**src/rtl/lru_ctrl_pkg.sv**
```systemverilog
// lru_ctrl_pkg: controller FSM states and LRU array replace-command codes.
package lru_ctrl_pkg;

    typedef enum logic [2:0] {
        INIT,
        IDLE,
        TOUCH,
        VREAD,
        VRESP
    } lru_state_e;

    typedef logic [1:0] lru_cmd_t;

    localparam lru_cmd_t LRU_INIT   = 2'b00;
    localparam lru_cmd_t LRU_TOUCH  = 2'b01;
    localparam lru_cmd_t LRU_ROTATE = 2'b10;
    localparam lru_cmd_t LRU_HOLD   = 2'b11;

endpackage

```
**src/rtl/lru_req_arb.sv**
```systemverilog
// lru_req_arb: one-hot hit/miss grant, miss first; with LRU_CTRL_STARVE_GUARD_EN
// a waiting hit is forced through after STARVE_LIMIT consecutive miss grants.
module lru_req_arb
`ifdef LRU_CTRL_STARVE_GUARD_EN
#(
    parameter int STARVE_LIMIT = 4
)
`endif
(
`ifdef LRU_CTRL_STARVE_GUARD_EN
    input  logic clk,
    input  logic rst_n,
    input  logic clr,
`endif
    input  logic qual,
    input  logic hit_valid,
    input  logic miss_valid,
    output logic hit_gnt,
    output logic miss_gnt
);

    logic force_hit;
    logic miss_win;

`ifdef LRU_CTRL_STARVE_GUARD_EN
    localparam int CW = $clog2(STARVE_LIMIT + 1);

    logic [CW-1:0] starve_cnt;

    assign force_hit = hit_valid && (starve_cnt == CW'(STARVE_LIMIT));

    always_ff @(posedge clk) begin
        if (!rst_n || clr) begin
            starve_cnt <= '0;
        end else if (hit_gnt) begin
            starve_cnt <= '0;
        end else if (miss_gnt && hit_valid && (starve_cnt != CW'(STARVE_LIMIT))) begin
            starve_cnt <= starve_cnt + 1'b1;
        end
    end
`else
    assign force_hit = 1'b0;
`endif

    assign miss_win = miss_valid && !force_hit;
    assign miss_gnt = qual && miss_win;
    assign hit_gnt  = qual && hit_valid && !miss_win;

endmodule

```
**src/rtl/lru_ctrl.sv**
```systemverilog
// lru_ctrl: sequences init/touch/victim commands to the per-set LRU array.
// Optional LRU_CTRL_STARVE_GUARD_EN bounds how long a hit can wait behind misses.
module lru_ctrl
    import lru_ctrl_pkg::*;
#(
    parameter int ASSOC        = 8,
    parameter int INDEX_SIZE   = 7,
    parameter int STARVE_LIMIT = 4
) (
    input  logic                     clk,
    input  logic                     rst_n,
    input  logic                     flush_req,
    output logic                     flush_ack,
    input  logic                     hit_valid,
    output logic                     hit_ready,
    input  logic [INDEX_SIZE-1:0]    hit_index,
    input  logic [$clog2(ASSOC)-1:0] hit_way,
    input  logic                     miss_valid,
    output logic                     miss_ready,
    input  logic [INDEX_SIZE-1:0]    miss_index,
    output logic                     victim_valid,
    input  logic                     victim_ready,
    output logic [$clog2(ASSOC)-1:0] victim_way,
    output logic [1:0]               lru_replace,
    output logic [INDEX_SIZE-1:0]    lru_index,
    output logic [$clog2(ASSOC)-1:0] lru_assoc,
    input  logic [$clog2(ASSOC)-1:0] lru_way,
    output logic                     init_done
);

    localparam int WW = $clog2(ASSOC);

    if (ASSOC < 2 || (ASSOC & (ASSOC - 1)) != 0 || STARVE_LIMIT < 1) begin : g_bad_cfg
        $error("lru_ctrl: unsupported parameter set");
    end

    lru_state_e            state, state_n;
    lru_cmd_t              rep_n;
    logic [INDEX_SIZE-1:0] idx_n;
    logic [WW-1:0]         asc_n, vway_n;
    logic                  vvalid_n, ack_n, done_n;
    logic                  idle, arb_qual;
    logic                  hit_gnt, miss_gnt;

    assign idle       = (state == IDLE) && init_done;
    assign arb_qual   = idle && !flush_req;
    assign hit_ready  = hit_gnt;
    assign miss_ready = miss_gnt;

`ifdef LRU_CTRL_STARVE_GUARD_EN
    lru_req_arb #(
        .STARVE_LIMIT(STARVE_LIMIT)
    ) u_arb (
        .clk       (clk),
        .rst_n     (rst_n),
        .clr       (idle && flush_req),
        .qual      (arb_qual),
        .hit_valid (hit_valid),
        .miss_valid(miss_valid),
        .hit_gnt   (hit_gnt),
        .miss_gnt  (miss_gnt)
    );
`else
    lru_req_arb u_arb (
        .qual      (arb_qual),
        .hit_valid (hit_valid),
        .miss_valid(miss_valid),
        .hit_gnt   (hit_gnt),
        .miss_gnt  (miss_gnt)
    );
`endif

    always_comb begin
        state_n  = state;
        rep_n    = LRU_HOLD;
        idx_n    = lru_index;
        asc_n    = lru_assoc;
        vway_n   = victim_way;
        vvalid_n = 1'b0;
        ack_n    = 1'b0;
        done_n   = init_done;
        unique case (state)
            // After reset the 00 command has not gone out yet; issue it first.
            INIT: begin
                if (lru_replace == LRU_INIT) begin
                    state_n = IDLE;
                    done_n  = 1'b1;
                end else begin
                    rep_n  = LRU_INIT;
                    done_n = 1'b0;
                end
            end
            IDLE: begin
                if (flush_req) begin
                    state_n = INIT;
                    rep_n   = LRU_INIT;
                    ack_n   = 1'b1;
                    done_n  = 1'b0;
                end else if (miss_gnt) begin
                    state_n = VREAD;
                    idx_n   = miss_index;
                end else if (hit_gnt) begin
                    state_n = TOUCH;
                    rep_n   = LRU_TOUCH;
                    idx_n   = hit_index;
                    asc_n   = hit_way;
                end
            end
            TOUCH: begin
                state_n = IDLE;
            end
            VREAD: begin
                state_n  = VRESP;
                rep_n    = LRU_TOUCH;
                asc_n    = lru_way;
                vway_n   = lru_way;
                vvalid_n = 1'b1;
            end
            VRESP: begin
                if (victim_ready) begin
                    state_n = IDLE;
                end else begin
                    vvalid_n = 1'b1;
                end
            end
            default: begin
                state_n = INIT;
                done_n  = 1'b0;
            end
        endcase
    end

    always_ff @(posedge clk) begin
        if (!rst_n) begin
            state        <= INIT;
            lru_replace  <= LRU_HOLD;
            lru_index    <= '0;
            lru_assoc    <= '0;
            victim_way   <= '0;
            victim_valid <= 1'b0;
            flush_ack    <= 1'b0;
            init_done    <= 1'b0;
        end else begin
            state        <= state_n;
            lru_replace  <= rep_n;
            lru_index    <= idx_n;
            lru_assoc    <= asc_n;
            victim_way   <= vway_n;
            victim_valid <= vvalid_n;
            flush_ack    <= ack_n;
            init_done    <= done_n;
        end
    end

endmodule

```
**config.mk**
```make
export PLATFORM = sky130hd
export DESIGN_NAME = lru_ctrl
export DESIGN_NICKNAME = d
export VERILOG_FILES = /design/src/rtl/lru_ctrl_pkg.sv /design/src/rtl/lru_req_arb.sv /design/src/rtl/lru_ctrl.sv
export SDC_FILE = /design/constraint.sdc
export NUM_CORES = 1
export LEC_CHECK = 0
export ABC_CLOCK_PERIOD_IN_PS = 2800
export BUFFER_PORTS_ARGS = -buffer_cell sky130_fd_sc_hd__buf_2
export CORE_MARGIN = 1.5
export CORE_UTILIZATION = 49
export CTS_CLUSTER_SIZE = 28
export DETAILED_ROUTE_END_ITERATION = 6
export HOLD_SLACK_MARGIN = 0.02
export PLACE_DENSITY = 0.83
export RECOVER_POWER = 100
export SETUP_SLACK_MARGIN = 0.1
export SYNTH_ARGS = -nofsm -noshare
export SYNTH_HDL_FRONTEND = slang
export SYNTH_SLANG_ARGS = --single-unit
```
**constraint.sdc**
```tcl
create_clock -name clk -period 2.8 [get_ports clk]
set_input_delay 0.56 -clock clk [delete_from_list [all_inputs] [get_ports clk]]
set_output_delay 0.56 -clock clk [all_outputs]
set_load 0.02 [all_outputs]
```
# --- Word-level counts from Yosys, hierarchy flattened ---
# Cells that the tools add are included.
word_totals:
  input_bits: 26
  elab_cells: 61
  regBits: 21
  output_inout_bits: 20
op_classes:
  eq_ne: 11
  bitwise_logic: 2
  n_reduce_logical: 17
  mux: 23
ops:
  columns: ["cell", "n"]
  rows:
  - ["3-bit 2-to-1 mux", 8]
  - ["3-bit one-hot mux with 5 select lines", 1]
  - ["7-bit 2-to-1 mux", 2]
  - ["2-bit != test, second input constant", 6]
  - ["2-bit 2-to-1 mux", 4]
  - ["3-bit by 2-bit == test with 1-bit output, second input constant", 2]
  - ["2-bit one-hot mux with 3 select lines", 1]
  - ["3-bit one-hot mux with 2 select lines", 1]
  - ["3-bit AND reduction", 2]
  - ["1-bit logical AND", 5]
  - ["1-bit 2-to-1 mux", 4]
  - ["4-bit != test, second input constant", 1]
  - ["2-bit AND reduction", 2]
  - ["4-bit AND reduction", 1]
  - ["2-bit nonzero test", 2]
  - ["3-bit by 1-bit == test with 1-bit output, second input constant", 1]
  - ["3-bit == test, second input constant", 1]
  - ["3-bit logical NOT", 1]
  - ["1-bit one-hot mux with 3 select lines", 1]
  - ["3-bit OR reduction", 1]
  - ["1-bit logical NOT", 2]
  - ["2-bit logical NOT", 1]
  - ["1-bit NOT", 2]
  - ["1-bit one-hot mux with 2 select lines", 1]

# --- Depth between registers and ports, before layout ---
# Gate-level depths: netlist of the first run.
depth:
  word_depth: 9
  mapped_depth: 5
  depth_no_buf: 3

# --- By module ---
# A second synthesis of the first run with hierarchy kept.
unflattened:
  hier_cells: 104
  area_unflattened_um2: 1036.0
modules_own_cells:
  columns: ["module", "seq_area_each_um2", "n_inst", "cells_each", "area_each_um2"]
  rows:
  - ["lru_ctrl", 420.4, 1, 102, 1019.7]
  - ["lru_req_arb", 0.0, 1, 2, 16.3]

# --- Worst setup path before layout of the first run ---
# No wires, ideal clock.
synth_timing:
  path_kind: "input to output"
  startpoint: "input port flush_req"
  endpoint: "output port hit_ready"
  t_arrival_ns: 1.500
  path_buffers: 1
  slack_ns: 0.740
  path_stages: 3
  required_time_ns: 2.240
  path_cell_list: "or4b_1 -> buf_4 -> nor2_1"
synth_via:
  elab_chain_len: 4
synth_lines:
  columns: ["element", "line_no", "text"]
  rows:
  - ["start, declared", "lru_ctrl.sv:12", "input logic flush_req,"]
  - ["1-bit logical NOT", "lru_ctrl.sv:46", "assign arb_qual = idle && !flush_req;"]
  - ["1-bit logical AND", "lru_ctrl.sv:46", null]
  - ["1-bit logical AND (2 in a row)", "lru_req_arb.sv:47", "assign hit_gnt = qual && hit_valid && !miss_win;"]
  - ["end, declared", "lru_ctrl.sv:15", "output logic hit_ready,"]
# Every way passes these cells.

# --- Worst setup path in the final report of the first run ---
layout_timing:
  startpoint: "register state[2]"
  endpoint: "output port hit_ready"
layout_via:
  elab_chain_len: 5
layout_lines:
  columns: ["element", "line_no", "text"]
  rows:
  - ["start, declared", "lru_ctrl.sv:37", "lru_state_e state, state_n;"]
  - ["start signal, assigned", "lru_ctrl.sv:144", "state <= state_n;"]
  - ["3-bit by 1-bit == test with 1-bit output", "lru_ctrl.sv:45", "assign idle = (state == IDLE) && init_done;"]
  - ["1-bit logical AND", "lru_ctrl.sv:45", null]
  - ["1-bit logical AND", "lru_ctrl.sv:46", null]
  - ["1-bit logical AND (2 in a row)", "lru_req_arb.sv:47", null]
# Every way passes these cells.

==> key figures, run 1 <==
Routing
  – DRC: 0
  – WL per Instance: 13.2 µm
  – WL final: 2.35 mm
  – Detailed-route via count: 977
  – Via/cell ratio: roughly 5.5
  – Drt pass-1 iters: 4
  – Iteration-0 DRC Markers: 27
  – Detail Route Antenna Nets: 0

Layout
  – Final core utilization: 0.624
  – Fill cells: 190
  – Fin cells: 178
  – Diode count: 0
  – Layout cells sized above 1: 0.185
  – Layout area overhead: 19.2%
  – Post-route cell area: 1220 µm²
  – Layout Nets: approximately 180

Power
  – Lkg Pwr: just under 0.0005 µW
  – Power per cell area: 434 nW/µm²
  – IR drop worst, VDD: 347 µV
  – Logic pwr share: 0.136
  – Clock power frac: 0.274
  – Switching pwr: 137 µW
  – Reg power frac: 0.590
  – Sw frac: 0.259
  – Int Pwr: 394 µW

Worst setup path
  – Crit start category: register
  – Critical path required time: roughly 2.2 ns
  – Maximum fanout along the worst path: 12
  – Crit Reg-Reg Startpoint: state[2]
  – Critical path capture point type: output pin
  – CP Class: register to output pin
  – Worst Path Arrival: approximately 1.8 ns
  – Worst reg2reg path depth: 3
  – Worst R2R Setup Slack: 0.92 ns
  – Critical R2R Capture: lru_index[5]

STA
  – Period utilization: 0.850
  – Fin crit period: 2.38 ns
  – Setup TNS Final: 0 ns
  – Final setup viols: 0
  – Slew Limit Fails: 0
  – RSZ-0062 raised after global routing: no
  – Worst slew margin: 0.567
  – Hold Fails Final Rpt: 0
  – Worst-margin pin slew: about 0.65 ns
  – Worst Skew: 0.00823 ns
  – Fmax: 0.420 GHz

Placement
  – Port bufs: 45
  – Placed inst area: 1240 µm²
  – Hpwl dp: 1.73 mm
  – Gpl congestion: just over 0.8
  – Dpl cells: between 150 and 200

Clock network
  – Clk_lat worst skew: 0.30 ns
  – Post-cts gate resize count: 0
  – TritonCTS clock tree: yes
  – Reg clk slew, reported paths: ~0.12 ns
  – Max Buffers Root-to-Sink: 2
  – H-tree levels: 1
  – Post-CTS Hold Buffers: 0
  – CTS Buf Count: 3
  – # Post-CTS Setup Buffers: 0
  – Sink Count: 21
  – Root Driver: clkbuf_4

GRT
  – Met2 Usage GRT: 0.368
  – First-pass GRT wire length: 3.96 mm
  – GR Util All Layers: 0.202
  – Initial antenna violation count: 0
  – Gr busiest metal: met2
  – Largest net degree at the start of global routing: 20
  – GRT overflow: 0
  – Met1 Resource Use GR: 0.242
  – Met3 Usage GRT: 0.0276
  – Number of global-route vias before repair: 960

Synthesis
  – Top-count cell post-synth: dfxtp_1
  – Synth top area share: 0.409
  – Predominant post-synthesis flop cell: dfxtp_1
  – Fraction of registers with async set/reset: 0
  – Register area share after synthesis: 0.409
  – Synth cell count leaders: dfxtp_1 (21), nor2b_1 (11), nor2_1 (10)
  – Syn Inst Count: 112
  – Post-synth EDFFs: 0
  – Net Count, Synth: around 140
  – Post-synthesis cell area: 1030 µm²
  – Flops & latches, synth: 21
  – Synth area leaders: dfxtp_1 (41%), o221a_1 (7.7%), nor2b_1 (6.7%)
  – Cell accounting for the most synthesized area: dfxtp_1
  – Yosys cell types: 31
  – Mean Syn Cell Area: 9.17 µm²
  – Synth warn: 0

Floorplanning
  – Core area: 1960 µm²
  – FP Rows: 16
  – Die X: 48.8 µm
  – Die area: 2380 µm²
  – IO Pins: 46
  – Die height: 48.8 µm
  – Initial core utilization: 0.524

Worst hold path
  – Worst Hold Class: register to register
  – Hold depth: 2
  – Beginning of the worst hold path: lru_assoc[0]
  – Worst Hold Endpoint: lru_assoc[0]

Run status
  – Outcome: completed

Job
  – # Max-Cap Violations: 0
[through the flow]
step / hold slack [ns] / setup slack (ns) / total power [µW]
floorplan: 0.570 / 0.740 / 366
global placement: 0.495 / 0.554 / 392
detailed placement: 0.495 / 0.541 / 395
CTS: 0.514 / 0.400 / 537
global route: 0.533 / 0.330 / 558
finish: 0.518 / 0.421 / 531
[power groups by stage]
stage | logic (µW) | clock network, µW | registers [µW]
3_3_place_gp | 73.0 | 0 | 319
4_1_cts | 75.9 | 148 | 313
5_1_grt | 80.5 | 162 | 315
6_report | 72.2 | 146 | 313
3_5_place_dp | 75.3 | 0 | 320
2_1_floorplan | 43.4 | 0 | 323
[cell usage in the layout, fill, tap and decap left out]
cell	Yosys	routed
o221a_1	7	7
inv_1	1	1
nand3b_1	3	3
nor4b_4	1	1
nor2_1	10	11
nand4bb_1	1	1
o221ai_1	1	1
and2_0	1	1
or4b_1	2	2
and3b_1	1	1
a21oi_1	9	9
mux2i_1	3	3
buf_2	3	24
nand2_1	1	1
a21o_1	1	1
nor3_1	3	3
o21ai_0	4	7
a21boi_0	0	3
o21ai_1	4	1
nand3_1	3	3
clkbuf_4	0	3
o311ai_1	1	1
o41ai_1	1	1
and3_1	2	2
nor3b_1	2	2
dfxtp_1	21	21
or3b_1	1	1
a31oi_1	3	3
clkbuf_1	6	22
nor2b_1	11	11
[worst max path at each step]
stage	start	endpoint	slack [ns]	cells past startpoint
floorplan	flush_req	hit_ready	0.74	3
global placement	flush_req	hit_ready	0.55	4
detailed placement	flush_req	hit_ready	0.54	4
CTS	state[2]	hit_ready	0.40	3
global route	state[0]	hit_ready	0.33	3
finish	state[2]	hit_ready	0.42	3
[sequential cells by signal (all words and copies together) (netlist names)]
register / count
init_done: 1
lru_replace: 2
lru_index: 7
lru_assoc: 3
victim_way: 3
victim_valid: 1
flush_ack: 1
state: 3
[metal layers]
metal,wire (µm),vias up
met4,46,0
li1,-,493
met5,0,-
met3,112,6
met2,1160,31
met1,1030,447
[worst max-delay path, stage by stage, from the launching register on]
cell	delay (ns)
dfxtp_1	0.45
or4b_1	0.68
nor2_1	0.15
clkbuf_1	0.24
[kinds of logic (layout without fill, tap and decap cells)]
kind of cell | Yosys count | count (layout) | synth area share
AOI/OAI and AO/OA | 34 | 34 | 0.233
buffers and inverters | 11 | 50 | 0.0475
DFF | 21 | 21 | 0.409
muxes | 3 | 3 | 0.0292
and+or+nand+nor | 43 | 43 | 0.281
[cell type report]
class,count,area (µm²),share of cell area
inverters,1,3.75,0.00306
well taps,27,33.8,0.0276
clock buffers,4,26.3,0.0215
flip-flops and latches,21,420,0.343
repair buffers,45,199,0.162
multi-input cells,80,542,0.442
Note: power is estimated with default switching activity, not from simulation.
==> run 2: changes to the inputs <==
ABC_CLOCK_PERIOD_IN_PS = 2000   (was 2800)
CORE_UTILIZATION = 41   (was 49)
PLACE_DENSITY = 0.74   (was 0.83)
clock period = 2 ns   (was 2.8 ns; I/O delays follow)
==> run 2 against run 1 <==
- combinational power increased by 50%
- critical endpoint unchanged
- final area up 6.2%
- final cell count grew 3.9%
- first-iteration DRC count decreased by 52%
- highest routed layer unchanged
- worst hold slack got worse by 0.16 ns
==> key figures, run 2 (synthesis gave the netlist of run 1 again) <==
Run status
  – Outcome: completed (unchanged)

Placement
  – Hpwl dp: 1.69 mm (was 1.73 mm)
  – Port bufs: 45 (unchanged)
  – Gpl congestion: 0.678 (was 0.824)
  – Placed inst area: 1260 µm² (was 1240 µm²)

STA
  – Period utilization: 0.950
  – Setup TNS Final: 0 ns (unchanged)
  – Worst Skew: 0.00150 ns (was 0.00823 ns)
  – Final setup viols: 0 (unchanged)
  – Worst hold slack: 0.357 ns (was 0.518 ns)
  – Slew Limit Fails: 0 (unchanged)
  – RSZ-0062 raised after global routing: yes (was no)
  – Worst slew margin: 0.659 (was 0.567)
  – Fmax: 0.526 GHz
  – Hold Fails Final Rpt: 0 (unchanged)
  – Worst-margin pin slew: 0.508 ns (was 0.649 ns)
  – Fin crit period: ~1.9 ns

Worst hold path
  – Worst Hold Class: input port to register (was register to register)

Worst setup path
  – CP peak stage delay: 0.56 ns (was 0.68 ns)
  – Critical path required time: 1.60 ns (was 2.24 ns)
  – CP Class: register to output pin (unchanged)
  – Worst Path Arrival: 1.50 ns (was 1.82 ns)
  – Worst Path Buf+Inv: 1 (unchanged)
  – Critical path capture point type: output pin (unchanged)
  – Maximum fanout along the worst path: 4 (was 12)
  – Crit-path cells: or4b_4 -> nor2_2 -> buf_6 (was or4b_1 -> nor2_1 -> clkbuf_1)
  – CP max stage cell: or4b_4 (was or4b_1)
  – Crit start category: register (unchanged)
  – Delay-heaviest family, CP: simple AND/OR/NAND/NOR gates (unchanged)

Floorplanning
  – Die height: 53.1 µm (was 48.8 µm)
  – FP Rows: 17 (was 16)
  – Die X: 53.1 µm (was 48.8 µm)
  – Core area: 2300 µm² (was 1960 µm²)
  – Die area: 2810 µm² (was 2380 µm²)
  – IO Pins: 46 (unchanged)
  – Initial core utilization: 0.447 (was 0.524)

Job
  – # Max-Cap Violations: 0 (unchanged)

Routing
  – Via/cell ratio: 5.25 (was 5.49)
  – DRC: 0 (unchanged)
  – Detail Route Antenna Nets: 0 (unchanged)
  – Drt pass-1 iters: 4 (unchanged)
  – WL final: 2.36 mm (was 2.35 mm)
  – Detailed-route via count: 972 (was 977)
  – Iteration-0 DRC Markers: 13 (was 27)
  – WL per Instance: 12.7 µm (was 13.2 µm)

Clock network
  – Reg clk slew, reported paths: 0.12 ns (about the same)
  – TritonCTS clock tree: yes (unchanged)
  – H-tree levels: 1 (unchanged)
  – Clk_lat worst skew: 0.29 ns (was 0.30 ns)
  – Sink Count: 21 (unchanged)
  – Max Buffers Root-to-Sink: 2 (unchanged)
  – CTS Buf Count: 3 (unchanged)
  – Post-CTS Hold Buffers: 0 (unchanged)
  – Root Driver: clkbuf_4 (unchanged)

GRT
  – GRT overflow: 0 (unchanged)
  – First-pass GRT wire length: 3.75 mm (was 3.96 mm)
  – GR Util All Layers: 0.175 (was 0.202)
  – Initial antenna violation count: 0 (unchanged)
  – Largest net degree at the start of global routing: 20 (unchanged)
  – Number of global-route vias before repair: 905 (was 960)

Layout
  – Biggest register: lru_index (unchanged)
  – Layout Nets: 184 (was 178)
  – Most common cell after layout, fill and taps aside: buf_2 (unchanged)
  – Final core utilization: 0.566 (was 0.624)
  – Max FFs per register: 7 (unchanged)
  – Post-route cell area: 1300 µm² (was 1220 µm²)
  – Layout area overhead: 26.7% (was 19.2%)
  – Most frequent cells in the layout: buf_2 (26), dfxtp_1 (20), clkbuf_1 (20), nor2b_1 (11) (was buf_2 (24), clkbuf_1 (22), dfxtp_1 (21), nor2_1 (11), nor2b_1 (11))
  – Layout cells sized above 1: 0.255 (was 0.185)
  – Diode count: 0 (unchanged)

Power
  – Lkg Pwr: 0.000549 µW (was 0.000481 µW)
  – IR drop worst, VDD: 336 µV (was 347 µV)
  – Power per cell area: 575 nW/µm² (was 434 nW/µm²)
## run 2: per-stage QoR
stage	setup WS (ns)	instances	power [µW]
floorplan	0.260	112	513
detailed placement	0.246	177	555
CTS	0.115	184	754
global route	0.0514	185	780
global placement	0.259	177	553
finish	0.0991	185	748
## run 2: timing repair
action | in CTS | in global routing
gates resized for setup | 9 | 2
pin swaps | 1 | 0
endpoints found under the setup margin | 2 | 2
buffers inserted | 3 | 1
## run 2: metal layers
layer / global-route usage / up-vias / share of wire
met4: 0.0385 / 0 / 0.0051
met1: 0.219 / 436 / 0.48
met5: 0 / - / 0
met2: 0.313 / 31 / 0.46
met3: 0.0282 / 2 / 0.056
li1: - / 503 / -
## run 2: worst paths after layout
| kind | from | to | slack [ns] | depth (start not counted) |
|---|---|---|---|---|
| setup / recovery | state[2] | hit_ready | 0.1 | 3 |
| hold / removal | hit_way[1] | lru_assoc[1] | 0.36 | 3 |
| setup reg to reg | state[2] | lru_index[5] | 0.38 | 4 |
| hold reg to reg | lru_assoc[2] | lru_assoc[2] | 0.51 | 2 |
## run 2: power breakdown
part | leakage, µW | internal [µW] | total [µW] | switching [µW]
combinational | 0.000360 | 51.1 | 108 | 56.5
clock | 0.0000177 | 74.3 | 202 | 127
sequential | 0.000171 | 427 | 439 | 11.5
total | 0.000549 | 553 | 748 | 195
## run 2: area by class of cell
cell class | count | area (µm²)
Fill cell | 227 | 996
Sequential cell | 21 | 424
Clock inverter | 1 | 5.00
Inverter | 1 | 3.75
Timing Repair Buffer | 51 | 246
Tap cell | 28 | 35.0
Multi-Input combinational cell | 80 | 564
Clock buffer | 3 | 22.5
## run 2: worst reg2reg max path: stages (launching register included)
cell,delay [ns]
dfxtp_1,0.38
or4b_4,0.56
clkbuf_1,0.24
nor2_8,0.20
o221a_1,0.20
==> run 3: changes to the inputs <==
--- a/config.mk
+++ b/config.mk
@@ -17,2 +17,3 @@
 export SETUP_SLACK_MARGIN = 0.1
+export SLEW_MARGIN = 5
 export SYNTH_ARGS = -nofsm -noshare
--- a/constraint.sdc
+++ b/constraint.sdc
@@ -3,2 +3,2 @@
 set_output_delay 0.4 -clock clk [all_outputs]
-set_load 0.02 [all_outputs]
+set_load 0.1 [all_outputs]
==> run 3 against run 2 <==
- sequential power down 0.9%
- fmax shrank 0.99%
- setup slack worse by 0.019 ns
- final area rose by 5.4%
- global-route usage increased by 1.1 points
- utilization increased by 3.1 points
- sequential cell count did not move
- critical path type unchanged
- critical endpoint unchanged
- largest cell class unchanged
- highest routed layer unchanged
==> key figures, run 3 (synthesis gave the netlist of run 1 again) <==
Clock network
  – TritonCTS clock tree: yes (unchanged)
  – Clk_lat worst skew: 0.31 ns (was 0.29 ns)
  – Sink Count: 21 (unchanged)
  – CTS Buf Count: 3 (unchanged)
  – Root Driver: clkbuf_4 (unchanged)
  – Post-CTS Hold Buffers: 0 (unchanged)
  – Max Buffers Root-to-Sink: 2 (unchanged)
  – Reg clk slew, reported paths: 0.12 ns (about the same)
  – H-tree levels: 1 (unchanged)

Worst setup path
  – Critical path required time: 1.60 ns (about the same)
  – Critical path capture point type: output pin (unchanged)
  – Worst reg2reg path depth: 4 (unchanged)
  – Worst R2R Setup Slack: 0.19 ns (was 0.38 ns)
  – Worst Path Arrival: 1.52 ns (was 1.50 ns)
  – Crit-path cells: or4b_4 -> nor2_4 -> buf_12 (was or4b_4 -> nor2_2 -> buf_6)
  – Crit start category: register (unchanged)
  – CP peak stage delay: 0.55 ns (was 0.56 ns)
  – Delay-heaviest family, CP: simple AND/OR/NAND/NOR gates (unchanged)
  – Critical R2R Capture: lru_index[1] (was lru_index[5])
  – Crit Reg-Reg Startpoint: state[1] (was state[2])
  – CP max stage cell: or4b_4 (unchanged)
  – CP Class: register to output pin (unchanged)
  – Maximum fanout along the worst path: 2 (was 4)
  – Worst Path Buf+Inv: 1 (unchanged)

Floorplanning
  – IO Pins: 46 (unchanged)
  – Initial core utilization: 0.447 (unchanged)
  – Core area: 2300 µm² (unchanged)
  – FP Rows: 17 (unchanged)
  – Die height: 53.1 µm (unchanged)
  – Die X: 53.1 µm (unchanged)
  – Die area: 2810 µm² (unchanged)

Layout
  – Max FFs per register: 7 (unchanged)
  – Fin cells: 187 (was 185)
  – Fill cells: 229 (was 227)
  – Layout cells sized above 1: 0.384 (was 0.255)
  – Most frequent cells in the layout: buf_2 (25), dfxtp_1 (19), clkbuf_2 (18), nor2b_1 (11), nor2_1 (10) (was buf_2 (26), dfxtp_1 (20), clkbuf_1 (20), nor2b_1 (11))
  – Most common cell after layout, fill and taps aside: buf_2 (unchanged)
  – Biggest register: lru_index (unchanged)
  – Layout Nets: 186 (was 184)
  – Diode count: 0 (unchanged)
  – Layout area overhead: 33.5% (was 26.7%)

Worst hold path
  – Worst Hold Endpoint: lru_assoc[2] (was lru_assoc[1])
  – Beginning of the worst hold path: hit_way[2] (was hit_way[1])
  – Worst Hold Class: input port to register (unchanged)
  – Hold depth: 3 (unchanged)

Routing
  – Detailed-route via count: 1008 (was 972)
  – DRC: 0 (unchanged)
  – Via/cell ratio: 5.39 (was 5.25)
  – Iteration-0 DRC Markers: 11 (was 13)
  – WL final: 2.39 mm (was 2.36 mm)
  – Drt pass-1 iters: 4 (unchanged)
  – Detail Route Antenna Nets: 0 (unchanged)
  – WL per Instance: 12.8 µm (was 12.7 µm)

STA
  – Fmax: 0.521 GHz (was 0.526 GHz)
  – Hold Fails Final Rpt: 0 (unchanged)
  – Worst-margin pin slew: 0.543 ns (was 0.508 ns)
  – RSZ-0062 raised after global routing: yes (unchanged)
  – Worst slew margin: 0.640 (was 0.659)
  – Slew Limit Fails: 0 (unchanged)
  – Fin crit period: 1.92 ns (was 1.90 ns)
  – Final setup viols: 0 (unchanged)
  – Worst Skew: 0.00182 ns (was 0.00150 ns)
  – Period utilization: 0.960 (was 0.950)
  – Setup TNS Final: 0 ns (unchanged)

Power
  – Power per cell area: 582 nW/µm² (was 575 nW/µm²)
  – Lkg Pwr: 0.000600 µW (was 0.000549 µW)
  – Switching pwr: 242 µW (was 195 µW)
  – Reg power frac: 0.545 (was 0.587)
  – Clock power frac: 0.259 (was 0.270)
  – Int Pwr: 556 µW (was 553 µW)
  – IR drop worst, VDD: 569 µV (was 336 µV)
  – Logic pwr share: 0.196 (was 0.144)
  – Sw frac: 0.303 (was 0.261)

GRT
  – GRT overflow: 0 (unchanged)
  – Largest net degree at the start of global routing: 20 (unchanged)
  – GR Util All Layers: 0.187 (was 0.175)
  – Initial antenna violation count: 0 (unchanged)
  – Number of global-route vias before repair: 889 (was 905)
  – First-pass GRT wire length: 3.86 mm (was 3.75 mm)

Placement
  – Dpl cells: 179 (was 177)
  – Hpwl dp: 1.72 mm (was 1.69 mm)
  – Port bufs: 45 (unchanged)
  – Gpl congestion: 0.686 (was 0.678)

Run status
  – Outcome: completed (unchanged)

Job
  – # Max-Cap Violations: 0 (unchanged)
run 3: power groups by stage:
stage                     Clock (µW)  Combinational (µW)  Sequential, µW
after floorplan                    0                66.5             495
after global placement             0                 158             443
after detailed placement           0                 160             444
after CTS                        216                 162             433
after global routing             237                 169             437
final                            206                 157             435
run 3: stage by stage:
| step | total power (µW) | hold WS, ns | area, µm² | utilization | setup slack, ns |
|---|---|---|---|---|---|
| final | 798 | 0.349 | 1370 | 0.597 | 0.0801 |
| after global routing | 843 | 0.344 | 1370 | 0.597 | 0.0172 |
| after CTS | 811 | 0.334 | 1380 | 0.602 | 0.0566 |
| after detailed placement | 604 | 0.502 | 1320 | 0.573 | 0.238 |
| after global placement | 601 | 0.497 | 1320 | 0.573 | 0.252 |
| after floorplan | 561 | 0.553 | 1060 | - | 0.107 |
run 3: metal layers:
layer,global-route usage,up-vias,part of all wire
met4,0.0513,0,0.0034
met1,0.225,465,0.45
li1,-,507,-
met2,0.313,34,0.48
met5,0,-,0
met3,0.0650,2,0.067
run 3: cell type report:
class / count / area, µm² / area share
multi-input combinational: 80 / 558 / 0.407
sequential: 21 / 423 / 0.308
timing repair buffer: 53 / 324 / 0.236
tap: 28 / 35.0 / 0.0255
clock buffer: 3 / 22.5 / 0.0164
clock inverter: 1 / 5.00 / 0.00365
inverter: 1 / 3.75 / 0.00274
run 3: worst min-delay path: stages:
cell and delay [ns]:
buf_2 0.10, nand3_1 0.05, a31oi_1 0.07
run 3: worst max path at each step:
stage	startpoint	to	slack (ns)	depth (start not counted)
after floorplan	flush_req	hit_ready	0.11	3
after global placement	flush_req	hit_ready	0.25	4
after detailed placement	flush_req	hit_ready	0.24	4
after CTS	state[1]	hit_ready	0.06	3
after global routing	state[1]	hit_ready	0.02	3
final	state[1]	hit_ready	0.08	3
run 3: what timing repair did:
action	4_1_cts	5_1_grt
setup endpoints to repair	2	2
pin swaps	2	2
buffers inserted	2	2
resized for setup	5	0
